`src/rtl/cikis_cerceveleyici_pkg.sv`:
```
// Shared definitions for the output framer: FSM state encoding, checksum width
// and header length. Also used by the RX side (saglama_toplayici reuse).
package cikis_cerceveleyici_pkg;

    localparam int CERCEVE_TOPLAM_BIT = 8;
    localparam int BASLIK_UZUNLUK     = 2;

    typedef enum logic [2:0] {
        BOSTA    = 3'd0,
        BASLIK_H = 3'd1,
        BASLIK_L = 3'd2,
        VERI     = 3'd3,
        TOPLAM   = 3'd4,
        BITTI    = 3'd5
    } durum_t;

endpackage

```
`src/rtl/cikis_cerceveleyici_saglama_toplayici.sv`:
```
// saglama_toplayici: 8-bit wrap-around accumulator with synchronous clear and
// add-enable; clear wins over add.
module saglama_toplayici
    import cikis_cerceveleyici_pkg::*;
(
    input  logic                          clk_i,
    input  logic                          rstn_i,
    input  logic                          temizle_i,
    input  logic                          ekle_i,
    input  logic [CERCEVE_TOPLAM_BIT-1:0] veri_i,
    output logic [CERCEVE_TOPLAM_BIT-1:0] toplam_o
);

    // NOTE: state registers use non-blocking assignments so every flop samples
    // pre-edge values regardless of process ordering.
    always_ff @(posedge clk_i or negedge rstn_i) begin
        if (!rstn_i) begin
            toplam_o <= '0;
        end else if (temizle_i) begin
            toplam_o <= '0;
        end else if (ekle_i) begin
            toplam_o <= toplam_o + veri_i;
        end
    end

endmodule

```
`src/rtl/cikis_cerceveleyici.sv`:
```
// Output framer: passes N pixels to the TX FIFO and appends an 8-bit checksum.
// Define CERCEVE_BASLIK_EN to prepend a 2-byte big-endian length header.
module cikis_cerceveleyici
    import cikis_cerceveleyici_pkg::*;
#(
    parameter int VERI_BIT  = 8,
    parameter int SAYAC_BIT = 16
) (
    input  logic                 clk_i,
    input  logic                 rstn_i,
    input  logic                 basla_i,
    input  logic [SAYAC_BIT-1:0] piksel_sayisi_i,
    input  logic [VERI_BIT-1:0]  veri_i,
    input  logic                 gecerli_i,
    output logic                 stall_o,
    output logic [VERI_BIT-1:0]  veri_o,
    output logic                 gecerli_o,
    input  logic                 dolu_i,
    output logic                 mesgul_o,
    output logic                 bitti_o
);

    durum_t                durum_q, durum_d;
    logic [SAYAC_BIT-1:0]  kalan_q;
    logic [VERI_BIT-1:0]   toplam;
    logic                  yukle;
    logic                  tuket;

    saglama_toplayici u_toplayici (
        .clk_i     (clk_i),
        .rstn_i    (rstn_i),
        .temizle_i (yukle),
        .ekle_i    (tuket),
        .veri_i    (veri_i),
        .toplam_o  (toplam)
    );

    always_ff @(posedge clk_i or negedge rstn_i) begin
        if (!rstn_i) begin
            durum_q <= BOSTA;
            kalan_q <= '0;
        end else begin
            durum_q <= durum_d;
            if (yukle) begin
                kalan_q <= piksel_sayisi_i;
            end else if (tuket) begin
                kalan_q <= kalan_q - SAYAC_BIT'(1);
            end
        end
    end

    // NOTE: every signal driven here gets a default first, so no path can
    // leave one unassigned and infer a latch.
    always_comb begin
        durum_d   = durum_q;
        gecerli_o = 1'b0;
        veri_o    = '0;
        yukle     = 1'b0;
        tuket     = 1'b0;

        case (durum_q)
            BOSTA: begin
                if (basla_i) begin
                    yukle = 1'b1;
`ifdef CERCEVE_BASLIK_EN
                    durum_d = BASLIK_H;
`else
                    durum_d = (piksel_sayisi_i == '0) ? TOPLAM : VERI;
`endif
                end
            end
`ifdef CERCEVE_BASLIK_EN
            // Header bytes come from the latched count, which is untouched
            // until the first pixel is consumed.
            BASLIK_H: begin
                if (!dolu_i) begin
                    gecerli_o = 1'b1;
                    veri_o    = kalan_q[15:8];
                    durum_d   = BASLIK_L;
                end
            end
            BASLIK_L: begin
                if (!dolu_i) begin
                    gecerli_o = 1'b1;
                    veri_o    = kalan_q[7:0];
                    durum_d   = (kalan_q == '0) ? TOPLAM : VERI;
                end
            end
`endif
            VERI: begin
                if (gecerli_i && !dolu_i) begin
                    tuket     = 1'b1;
                    gecerli_o = 1'b1;
                    veri_o    = veri_i;
                    if (kalan_q == SAYAC_BIT'(1)) begin
                        durum_d = TOPLAM;
                    end
                end
            end
            TOPLAM: begin
                if (!dolu_i) begin
                    gecerli_o = 1'b1;
                    veri_o    = toplam;
                    durum_d   = BITTI;
                end
            end
            BITTI: begin
                durum_d = BOSTA;
            end
            default: begin
                durum_d = BOSTA;
            end
        endcase
    end

    // Outside VERI the task unit is always held, so surplus pixels wait.
    assign stall_o  = dolu_i || (durum_q != VERI);
    assign mesgul_o = (durum_q != BOSTA);
    assign bitti_o  = (durum_q == BITTI);

endmodule

```
`config.mk`:
```
export PLATFORM = sky130hd
export DESIGN_NAME = cikis_cerceveleyici
export DESIGN_NICKNAME = d
export VERILOG_FILES = /design/src/rtl/cikis_cerceveleyici_pkg.sv /design/src/rtl/cikis_cerceveleyici_saglama_toplayici.sv /design/src/rtl/cikis_cerceveleyici.sv
export SDC_FILE = /design/constraint.sdc
export NUM_CORES = 1
export LEC_CHECK = 0
export BUFFER_PORTS_ARGS = -buffer_cell sky130_fd_sc_hd__buf_2
export CELL_PAD_IN_SITES_DETAIL_PLACEMENT = 1
export CELL_PAD_IN_SITES_GLOBAL_PLACEMENT = 1
export CORE_ASPECT_RATIO = 1.75
export CORE_MARGIN = 3
export CORE_UTILIZATION = 41
export CTS_CLUSTER_DIAMETER = 60
export CTS_CLUSTER_SIZE = 24
export DETAILED_ROUTE_END_ITERATION = 8
export PLACE_DENSITY = 0.78
export SYNTH_ARGS = -nofsm -noshare
export SYNTH_HDL_FRONTEND = slang
export SYNTH_HIERARCHICAL = 1
export SYNTH_SLANG_ARGS = --single-unit
```
`constraint.sdc`:
```
create_clock -name clk_i -period 2.4 [get_ports clk_i]
set_input_delay 0.36 -clock clk_i [delete_from_list [all_inputs] [get_ports clk_i]]
set_output_delay 0.36 -clock clk_i [all_outputs]
set_load 0.02 [all_outputs]
```
* After elaboration in Yosys (flattened, before gate mapping)
Index checks and enable logic that the tools add are counted.
** Storage, ports and cells
- Register bits :: 27
- Output and inout bits :: 12
** Operators by class
- $add $sub $neg :: 2
- Equality and inequality tests :: 9
- Mux-type cells :: 19
- Reductions and logical operators :: 8
** Operators with widths (count)
- two-way mux 16 bit :: 2
- two-way mux 8 bit :: 4
- equality test 16 x 1 -> 1 bit (second input constant) :: 1
- zero test 16 bit :: 1
- case mux 8 bit (2 select lines) :: 1
- subtractor 16 x 1 -> 16 bit (second input constant) :: 1
- two-way mux 3 bit :: 5
- case mux 3 bit (3 select lines) :: 1
- adder 8 bit :: 1
- inequality test 2 bit (second input constant) :: 4
- equality test 3 bit (second input constant) :: 2
- two-way mux 1 bit :: 5
- AND reduction 4 bit :: 1
- equality test 3 x 2 -> 1 bit (second input constant) :: 1
- zero test 3 bit :: 1
- inequality test 3 x 2 -> 1 bit (second input constant) :: 1
- nonzero test 3 bit :: 1
- case mux 1 bit (2 select lines) :: 1
- nonzero test 2 bit :: 1
- logical AND 1 bit :: 1
- zero test 1 bit :: 1
- logical OR 1 bit :: 1

* Depth between registers and ports, before layout
Gate-level depths: netlist (run 1).
- Word-level depth :: 6
- Gate-level depth with buffers :: 9

* Cells and area by module
The synthesis (run 1) kept the hierarchy.
** Modules (own cells, without submodules)
- cikis_cerceveleyici :: times used 1, cells each 135, area each 1251.2 µm², seq. area each 475.5 µm²
- saglama_toplayici :: times used 1, cells each 66, area each 646.9 µm², seq. area each 200.2 µm²

* Least setup slack after synthesis (run 1)
OpenSTA, ideal clock, no wires.
- Path kind :: reg-to-reg
- Start point :: register durum_q[2]
- End point :: register u_toplayici.toplam_o[5]
- Setup time :: 0.124 ns
- Arrival time :: 1.973 ns
- Required time :: 2.276 ns
- Setup slack :: 0.303 ns
- Cell stages (with the launch flop) :: 8
- Clock period less this slack :: 2.097 ns
- Path through :: dfrtp_1 -> or4b_4 -> inv_2 -> buf_2 -> buf_2 -> buf_2 -> and4b_1 -> a211o_1
** On the way
- Longest elaborated chain between the ends :: 3
- Elaborated cells between the ends (all ways) :: 6
** Ends and longest elaborated chain
- start, declared :: line cikis_cerceveleyici.sv:23 : durum_t durum_q, durum_d;
- start signal, assigned :: line cikis_cerceveleyici.sv:43 : durum_q <= durum_d;
- zero test 3 bit * :: line cikis_cerceveleyici.sv:61 : case (durum_q)
- two-way mux 1 bit * :: line cikis_cerceveleyici.sv:61
- via yukle :: line cikis_cerceveleyici.sv:26 : logic yukle;
- two-way mux 8 bit / nonzero test 2 bit (equally long branches)
- end signal, assigned :: line cikis_cerceveleyici_saglama_toplayici.sv:22 : toplam_o <= toplam_o + veri_i;
- end, declared :: line cikis_cerceveleyici_saglama_toplayici.sv:11 : output logic [CERCEVE_TOPLAM_BIT-1:0] toplam_o
The timed path passes the listed nets; every way through them passes the cells marked *.
A chain may end at the register's enable or synchronous reset.

* Worst setup path after layout (run 1)
- Start point :: register durum_q[1]
- End point :: output gecerli_o
** On the way
- Longest elaborated chain between the ends :: 2
- Elaborated cells between the ends (all ways) :: 3
** Ends and longest elaborated chain
- equality test 3 bit / equality test 3 x 2 -> 1 bit (equally long branches) :: line cikis_cerceveleyici.sv:61
- case mux 1 bit (2 select lines) * :: line cikis_cerceveleyici.sv:61
- end, declared :: line cikis_cerceveleyici.sv:17 : output logic gecerli_o,
Mark *: on every way between the ends. The rest lies on a longest branch, timed or not.

==> results of run 1 <==
cell usage in the layout, fill, tap and decap left out, drive strengths merged, types with 2 or more instances in the layout:
cell type / synthesis / routed
a221o: 4 / 4
o311ai: 3 / 3
nor4b: 4 / 4
nand3b: 4 / 4
nand4: 2 / 2
mux2i: 4 / 4
dfrtp: 27 / 27
a21oi: 11 / 11
nor2: 15 / 15
inv: 5 / 5
nor3: 4 / 4
nor2b: 2 / 2
or4: 3 / 3
o32ai: 2 / 2
a22o: 8 / 8
ha: 9 / 9
a211oi: 3 / 3
o21bai: 2 / 2
nand2: 25 / 25
xnor2: 6 / 6
buf: 5 / 47
nand3: 5 / 5
or2: 3 / 3
a211o: 2 / 2
o21ai: 6 / 6
o211ai: 5 / 5
or3: 2 / 2
clkbuf: 1 / 3
a21o: 4 / 4
nor4: 9 / 9
registers in the layout, indices dropped and copies added (netlist names):
name and flops:
durum_q 3, kalan_q 16, u_toplayici/toplam_o 8
logic make-up after synthesis:
group	count (synthesis)	synth area share
and+or+nand+nor	87	0.273
AOI/OAI and AO/OA	55	0.220
DFF	27	0.356
buffers and inverters	11	0.0250
adders and majority gates	10	0.0699
xor gates and xnor gates	6	0.0277
muxes	5	0.0290
per-layer routing:
| layer | global-route usage | vias to the layer above | wire length [µm] |
|---|---|---|---|
| met4 | 0.0870 | 0 | 145 |
| met3 | 0.0201 | 15 | 183 |
| met5 | 0 | - | 0 |
| met2 | 0.424 | 46 | 3070 |
| met1 | 0.226 | 901 | 2050 |
| li1 | - | 861 | - |
metrics by stage:
step / hold slack [ns] / util / std cells
after floorplan: 0.0644 / - / 201
after global placement: 0.422 / 0.492 / 293
after CTS: 0.116 / 0.502 / 297
final: 0.0938 / 0.502 / 297
after detailed placement: 0.432 / 0.492 / 293
after global routing: 0.142 / 0.502 / 297
power groups by stage:
stage	clock network, mW	logic [mW]	registers [mW]
floorplan	0	0.646	0.805
global placement	0	0.863	0.858
detailed placement	0	0.885	0.868
CTS	0.280	0.895	0.863
global route	0.296	0.997	0.892
finish	0.272	0.883	0.861
cell type report:
| cell class | count | area share |
|---|---|---|
| multi-input cells | 163 | 0.526 |
| flip-flops and latches | 27 | 0.303 |
| repair buffers | 47 | 0.113 |
| well taps | 51 | 0.0286 |
| clock buffers | 3 | 0.0185 |
| inverters | 5 | 0.00841 |
| clock inverters | 1 | 0.00224 |
final timing paths:
| kind | start | slack, ns | endpoint | depth (start not counted) |
|---|---|---|---|---|
| setup / recovery | durum_q[1] | 0.19 | gecerli_o | 6 |
| hold / removal | rstn_i | 0.09 | kalan_q[12] | 1 |
| setup reg to reg | durum_q[0] | 0.36 | kalan_q[5] | 5 |
| hold reg to reg | u_toplayici/toplam_o[5] | 0.54 | u_toplayici/toplam_o[5] | 1 |
| max in group asynchronous | rstn_i | 1.89 | kalan_q[7] | 1 |
| min in group clk_i | piksel_sayisi_i[2] | 0.29 | kalan_q[2] | 3 |
timing repair:
| item | 4_1_cts | 5_1_grt |
|---|---|---|
| gates resized for setup | 0 | 1 |
| hold endpoints to repair | 0 | 0 |
| endpoints found under the setup margin | 0 | 6 |
==> results.toml, run 1 <==
[logic_synthesis]
synth-edff-count = 0
synth_seq_cells = 27
synth_flop_cell = "dfrtp_1"
synthesis.area_um2 = 1900
synth_nets = 240
synth-async-reset-ratio = 1.00
synth_top_area_frac = 0.356
netlist_top_cells_count = "dfrtp_1, nand2_1, nor2_1"
synth_top_area_cell = "dfrtp_1"
ys_seq_area_frac = 0.356
synth_cell_type_count = 56
synthCells = 201
synthTopCellsByArea = "dfrtp_1, ha_1, nand2_1"
synth.avg_cell_area_um2 = 9.44
synth_most_common_cell = "dfrtp_1"
yosysWarnings = 6

[cells_and_area]
drive_above_1_share = 0.260
fillCellCount = 538
area_delta_synth_final_pct = 17.6
layout.area.seq_um2 = 676
multi_input_area_um2 = 1170
fin_area_um2 = 2230
num_antenna_cells = 0
nNetsFinal = 286

[power]
comb_power_share = 0.438
vdd_drop_max_v = 0.000452
p_seq_frac = 0.427
clockPowerShare = 0.135
power.density_nw_per_um2 = 903
p_leak_nw = 1.01
p_int_mw = 1.14
switching_share = 0.435
switchingPower_uw = 877
power_mw = 2.02

[route]
wl_mm = 5.44
via_count = 1823
avgRoutedWirePerCell_um = 18.3
ant_nets = 0
first_pass_iters = 4
viasPerCell = 6.14
post-route-drc-count = 0
drt-initial-drc-count = 66

[global_routing]
grt_pass1_vias = 1992
overflow = 0
grt_pass1_wl_mm = 9.23
grt_max_degree = 28
groute.usage.overall = 0.215
antenna_found_initial = 0

[timing]
drv_slew = 0
worst_slack_ns = 0.192
post-route-min-period_ns = 2.21
rsz0062_at_grt = "no"
slew_headroom = 0.567
worstMarginPinSlew_ns = 0.649
hold_viol = 0
skew_ns = 0.00379
setup_viol = 0
timing.fmax_ghz = 0.453
finalCritPeriodShare = 0.920
fin_tns_setup_ns = 0

[clocking]
cts_made_buffers = 3
tritoncts = "yes"
cts_max_level = 1
postCtsSetupRepairBufs = 0
cts_sinks = 27
path_clk_slew_ns = 0.10
cts_hold_buf = 0
insertion_delay_ns = 0.28
cts.path.max_buffers = 2
root_buffer = "clkbuf_8"

[worst_setup_path]
start_kind = "flop"
path_buf_inv = 3
criticalPathCategory = "reg2out"
slowest_stage = "dfrtp_1"
worstPathArrival_ns = 1.85
slowest_delay_ns = 0.47
cp_max_fo = 17
cp-end-kind = "output port"
crit_family = "simple AND/OR/NAND/NOR gates"
crit_path_cell_trace = "and3b_1 > nand2_1 > inv_2 > buf_4 > or2_2 > buf_2"
required_ns = 2.04

[run_status]
outcome = "completed"

[placement]
place_ws_ns = 0.366
portBuffers = 40
dpl.hpwl_mm = 4.23
gp_congestion = 0.859
placed_area_um2 = 2190

[die]
placementRows = 32
initial_core_util = 0.427
die_area_um2 = 5510
die_x_um = 57.4
die_y_um = 96.0
io_pins = 41
coreArea_um2 = 4440

[flow_run]
maxCapViolCount = 0

[worst_hold_path]
hold_path_class = "in2async"
Note: power is estimated with default switching activity, not from simulation.
==> run 2, diff against run 1 <==
CORE_UTILIZATION = 40   (was 41)
SYNTH_HIERARCHICAL = default   (was 1)
==> results.toml, run 2 <==
[run_status]
outcome = "completed"

[worst_setup_path]
reg2reg_depth = 5
rrSetupSlack_ns = 0.39
cp_max_fo = 9
start_kind = "flop"
regToRegEndpoint = "kalan_q[13]"
worstPathArrival_ns = 1.89
criticalPathCategory = "reg2out"
cp-end-kind = "output port"
reg2reg_from = "kalan_q[4]"
required_ns = 2.04

[clocking]
cts_max_level = 1
cts_hold_buf = 0
postCtsSetupRepairBufs = 0
cts_sinks = 27
root_buffer = "clkbuf_8"
insertion_delay_ns = 0.27
cts.path.max_buffers = 2
cts_made_buffers = 3
path_clk_slew_ns = 0.10
tritoncts = "yes"

[cells_and_area]
fillCellCount = 562
largest_register = "kalan_q"
reg_top3 = "kalan_q (16), u_toplayici.toplam_o (8), durum_q (3)"
fin_area_um2 = 2170
nNetsFinal = 289
area_delta_synth_final_pct = 18.0
final_common_cell = "buf_2"
multi_input_area_um2 = 1090
drive_above_1_share = 0.261
num_antenna_cells = 0
final_cell_mix = "buf_2, dfrtp_1, nand2_1, nand3_1, o21ai_0"
layout.area.seq_um2 = 676
largest_reg_flops = 16

[timing]
drv_slew = 0
slew_headroom = 0.571
worst_slack_ns = 0.145
fin_tns_setup_ns = 0
skew_ns = 0.00492
finalCritPeriodShare = 0.939
worstMarginPinSlew_ns = 0.643
setup_viol = 0
post-route-min-period_ns = 2.25
rsz0062_at_grt = "no"
hold_viol = 0
timing.fmax_ghz = 0.444

[logic_synthesis]
synth_cell_type_count = 48
synth.avg_cell_area_um2 = 8.91
synth_most_common_cell = "dfrtp_1"
synth_flop_cell = "dfrtp_1"
synth_top_area_cell = "dfrtp_1"
synth-edff-count = 0
synth_top_area_frac = 0.368
synthesis.area_um2 = 1840
synth_seq_cells = 27
synth-async-reset-ratio = 1.00
synth_nets = 245
synthCells = 206
yosysWarnings = 0
ys_seq_area_frac = 0.368
netlist_top_cells_count = "dfrtp_1, nand2_1, nand3_1"
synthTopCellsByArea = "dfrtp_1, ha_1, nand2_1"

[placement]
portBuffers = 40
place_ws_ns = 0.361
placed_area_um2 = 2120
gp_congestion = 0.826
dpl.hpwl_mm = 4.09

[die]
io_pins = 41
die_y_um = 95.6
placementRows = 32
initial_core_util = 0.417
die_area_um2 = 5470
die_x_um = 57.2
coreArea_um2 = 4400

[global_routing]
overflow = 0
groute.usage.overall = 0.204
antenna_found_initial = 0
grt_pass1_wl_mm = 8.84
grt_pass1_vias = 1878
grt_max_degree = 28

[route]
viasPerCell = 6.01
drt-initial-drc-count = 52
via_count = 1804
avgRoutedWirePerCell_um = 17.3
ant_nets = 0
first_pass_iters = 6
post-route-drc-count = 0
wl_mm = 5.18

[flow_run]
maxCapViolCount = 0

[power]
p_leak_nw = 0.979
power.density_nw_per_um2 = 913
vdd_drop_max_v = 0.000546

[worst_hold_path]
hold_path_class = "in2async"
[run 2: cell count changes in the layout (fill, tap and decap cells not counted), sizes merged, moves of 3 or more]
cell,change
nor2,-3
xnor2,-3
nor3,+3
mux2i,-4
inv,+4
nor4b,-4
o211ai,+5
nand2b,+3
o21ai,+6
nand3,+12
a21o,-3
[run 2: how the worst max path moves through the flow]
stage / start / to / slack, ns / cells after the start
2_1_floorplan: durum_q[2] / veri_o[1] / 0.20 / 5
3_3_place_gp: durum_q[1] / veri_o[0] / 0.40 / 5
3_5_place_dp: veri_i[0] / u_toplayici.toplam_o[6] / 0.36 / 9
4_1_cts: durum_q[0] / veri_o[0] / 0.06 / 5
5_1_grt: durum_q[0] / veri_o[5] / 0.06 / 5
6_report: durum_q[1] / veri_o[0] / 0.15 / 5
[run 2: final cells by class]
type | instances | area share
Multi-Input combinational cell | 162 | 0.505
Sequential cell | 27 | 0.312
Timing Repair Buffer | 47 | 0.117
Tap cell | 51 | 0.0295
Clock buffer | 3 | 0.0191
Inverter | 9 | 0.0156
Clock inverter | 1 | 0.00231
[run 2: repair_timing]
item,4_1_cts,5_1_grt
hold endpoints to repair,0,0
gates resized for setup,0,1
setup endpoints to repair,0,7
[run 2: metrics by stage]
stage | util | hold WS (ns) | std cells | power, mW
final | 0.492 | 0.0922 | 300 | 1.98
after global routing | 0.492 | 0.135 | 300 | 2.15
after CTS | 0.491 | 0.117 | 300 | 1.99
after detailed placement | 0.481 | 0.421 | 296 | 1.72
after global placement | 0.481 | 0.426 | 296 | 1.69
after floorplan | - | 0.0644 | 206 | 1.43
[run 2: kinds of logic (layout without fill, tap and decap cells)]
| group | after synthesis | count (layout) | synth area share |
|---|---|---|---|
| AO/OA/AOI/OAI | 58 | 58 | 0.232 |
| XOR/XNOR | 4 | 4 | 0.0191 |
| flip-flops | 27 | 27 | 0.368 |
| buffers and inverters | 17 | 60 | 0.0375 |
| AND/OR/NAND/NOR | 90 | 90 | 0.271 |
| adder cells (fa/ha/maj) | 10 | 10 | 0.0723 |
[run 2: where the power goes]
| group | internal (mW) | leakage, nW | switching (mW) |
|---|---|---|---|
| clock network | 0.117 | 0.0255 | 0.150 |
| logic | 0.362 | 0.608 | 0.489 |
| registers | 0.635 | 0.346 | 0.225 |
| total | 1.11 | 0.979 | 0.864 |
[run 2: critical path, stage by stage, from the launching register on]
cell and delay (ns):
dfrtp_1 0.52, nand3b_1 0.26, nor2_2 0.31, buf_4 0.24, a22o_1 0.15, buf_2 0.15
[run 2: metal layers]
layer	global-route usage	wire length (µm)	part of all wire	vias up
li1	-	-	-	857
met1	0.233	2040	0.39	899
met2	0.392	2930	0.57	38
met3	0.0122	132	0.025	10
met4	0.0677	67	0.013	0
met5	0	0	0	-
==> run 3, diff against run 2 <==
RECOVER_POWER = 25   (was default)
==> results.toml, run 3 (synthesized netlist as in run 2, its figures left out) <==
[global_routing]
grt_pass1_wl_mm = 8.84
antenna_found_initial = 0
groute.usage.overall = 0.204
overflow = 0
grt_max_degree = 28
grt_pass1_vias = 1878

[worst_hold_path]
min_path_cells = 3
hold_path_class = "in2reg"
holdPathEnd = "kalan_q[8]"
hp-start = "piksel_sayisi_i[8]"

[die]
coreArea_um2 = 4400
die_area_um2 = 5470
die_y_um = 95.6
placementRows = 32
die_x_um = 57.2
initial_core_util = 0.417
io_pins = 41

[power]
vdd_drop_max_v = 0.000546
power_mw = 1.98
p_int_mw = 1.11
p_seq_frac = 0.435
comb_power_share = 0.430
power.density_nw_per_um2 = 913
switchingPower_uw = 864
switching_share = 0.437
p_leak_nw = 0.976
clockPowerShare = 0.135

[placement]
portBuffers = 40
placed_area_um2 = 2120
gp_congestion = 0.826
dpl.hpwl_mm = 4.09
placed_cells = 296
place_ws_ns = 0.361

[cells_and_area]
instances_no_fill = 300
fillCellCount = 562
drive_above_1_share = 0.257
reg_top3 = "kalan_q (16), u_toplayici.toplam_o (8), durum_q (3)"
area_delta_synth_final_pct = 17.9
final_common_cell = "buf_2"
layout.area.seq_um2 = 676
fin_area_um2 = 2160
largest_reg_flops = 16
num_antenna_cells = 0
fin_util = 0.491
multi_input_area_um2 = 1090
largest_register = "kalan_q"
nNetsFinal = 289
final_cell_mix = "buf_2, dfrtp_1, nand2_1, nand3_1, o21ai_0"

[route]
first_pass_iters = 6
viasPerCell = 6.01
via_count = 1804
avgRoutedWirePerCell_um = 17.3
post-route-drc-count = 0
wl_mm = 5.18
ant_nets = 0
drt-initial-drc-count = 52

[timing]
slew_headroom = -0.0289
hold_viol = 0
worst_slack_ns = 0.145
timing.fmax_ghz = 0.444
skew_ns = 0.00492
drv_slew = 28
fin_tns_setup_ns = 0
finalCritPeriodShare = 0.939
setup_viol = 0
worstMarginPinSlew_ns = 1.54
rsz0062_at_grt = "no"
hold_ws_ns = 0.302
post-route-min-period_ns = 2.25

[worst_setup_path]
reg2reg_from = "kalan_q[4]"
reg2reg_depth = 5
cp_max_fo = 9
crit_path_cell_trace = "nand3b_1 > nor2_2 > buf_4 > a22o_1 > buf_2"
crit_family = "simple AND/OR/NAND/NOR gates"
slowest_delay_ns = 0.52
rrSetupSlack_ns = 0.39
slowest_stage = "dfrtp_1"
cp-end-kind = "output port"
start_kind = "flop"
criticalPathCategory = "reg2out"
required_ns = 2.04
cp.depth = 5
path_buf_inv = 2
regToRegEndpoint = "kalan_q[13]"
worstPathArrival_ns = 1.89

[run_status]
outcome = "finished, violations left"
failed_checks = "max-capacitance violations, max-slew violations"

[clocking]
cts_made_buffers = 3
postCtsSetupRepairBufs = 0
tritoncts = "yes"
root_buffer = "clkbuf_8"
cts.path.max_buffers = 2
path_clk_slew_ns = 0.10
insertion_delay_ns = 0.27
cts_hold_buf = 0
cts_max_level = 1
cts_sinks = 27
cts.repair.resized = 0

[flow_run]
maxCapViolCount = 1
==> run 3: cell types whose count changed in the layout (fill, tap and decap cells not counted), sizes merged <==
cell	delta
buf	-1
clkbuf	+1
==> run 3: layout make-up <==
class                   instances  share of cell area
clock buffers                   3              0.0191
clock inverters                 1             0.00231
inverters                       9              0.0156
multi-input cells             162               0.505
flip-flops and latches         27               0.312
well taps                      51              0.0295
repair buffers                 47               0.116
==> run 3: power groups by stage <==
| stage | registers, mW | clock network, mW | logic [mW] |
|---|---|---|---|
| finish | 0.860 | 0.266 | 0.850 |
| global route | 0.893 | 0.284 | 0.973 |
| CTS | 0.858 | 0.272 | 0.858 |
| detailed placement | 0.866 | 0 | 0.853 |
| global placement | 0.858 | 0 | 0.835 |
| floorplan | 0.780 | 0 | 0.651 |
==> run 3: per-layer routing <==
metal | up-vias | track usage | part of all wire
li1 | 857 | - | -
met4 | 0 | 0.0677 | 0.013
met5 | - | 0 | 0
met1 | 899 | 0.233 | 0.39
met3 | 10 | 0.0122 | 0.025
met2 | 38 | 0.392 | 0.57
==> run 3: worst max-delay path by stage <==
stage | from | endpoint | slack, ns
2_1_floorplan | durum_q[2] | veri_o[1] | 0.20
3_3_place_gp | durum_q[1] | veri_o[0] | 0.40
3_5_place_dp | veri_i[0] | u_toplayici.toplam_o[6] | 0.36
4_1_cts | durum_q[0] | veri_o[0] | 0.06
5_1_grt | durum_q[0] | veri_o[5] | 0.06
6_report | durum_q[1] | veri_o[0] | 0.15
==> run 3: tightest hold or removal path: stages <==
cell and delay (ns):
buf_2 0.09, a32oi_1 0.05, nand2_1 0.05
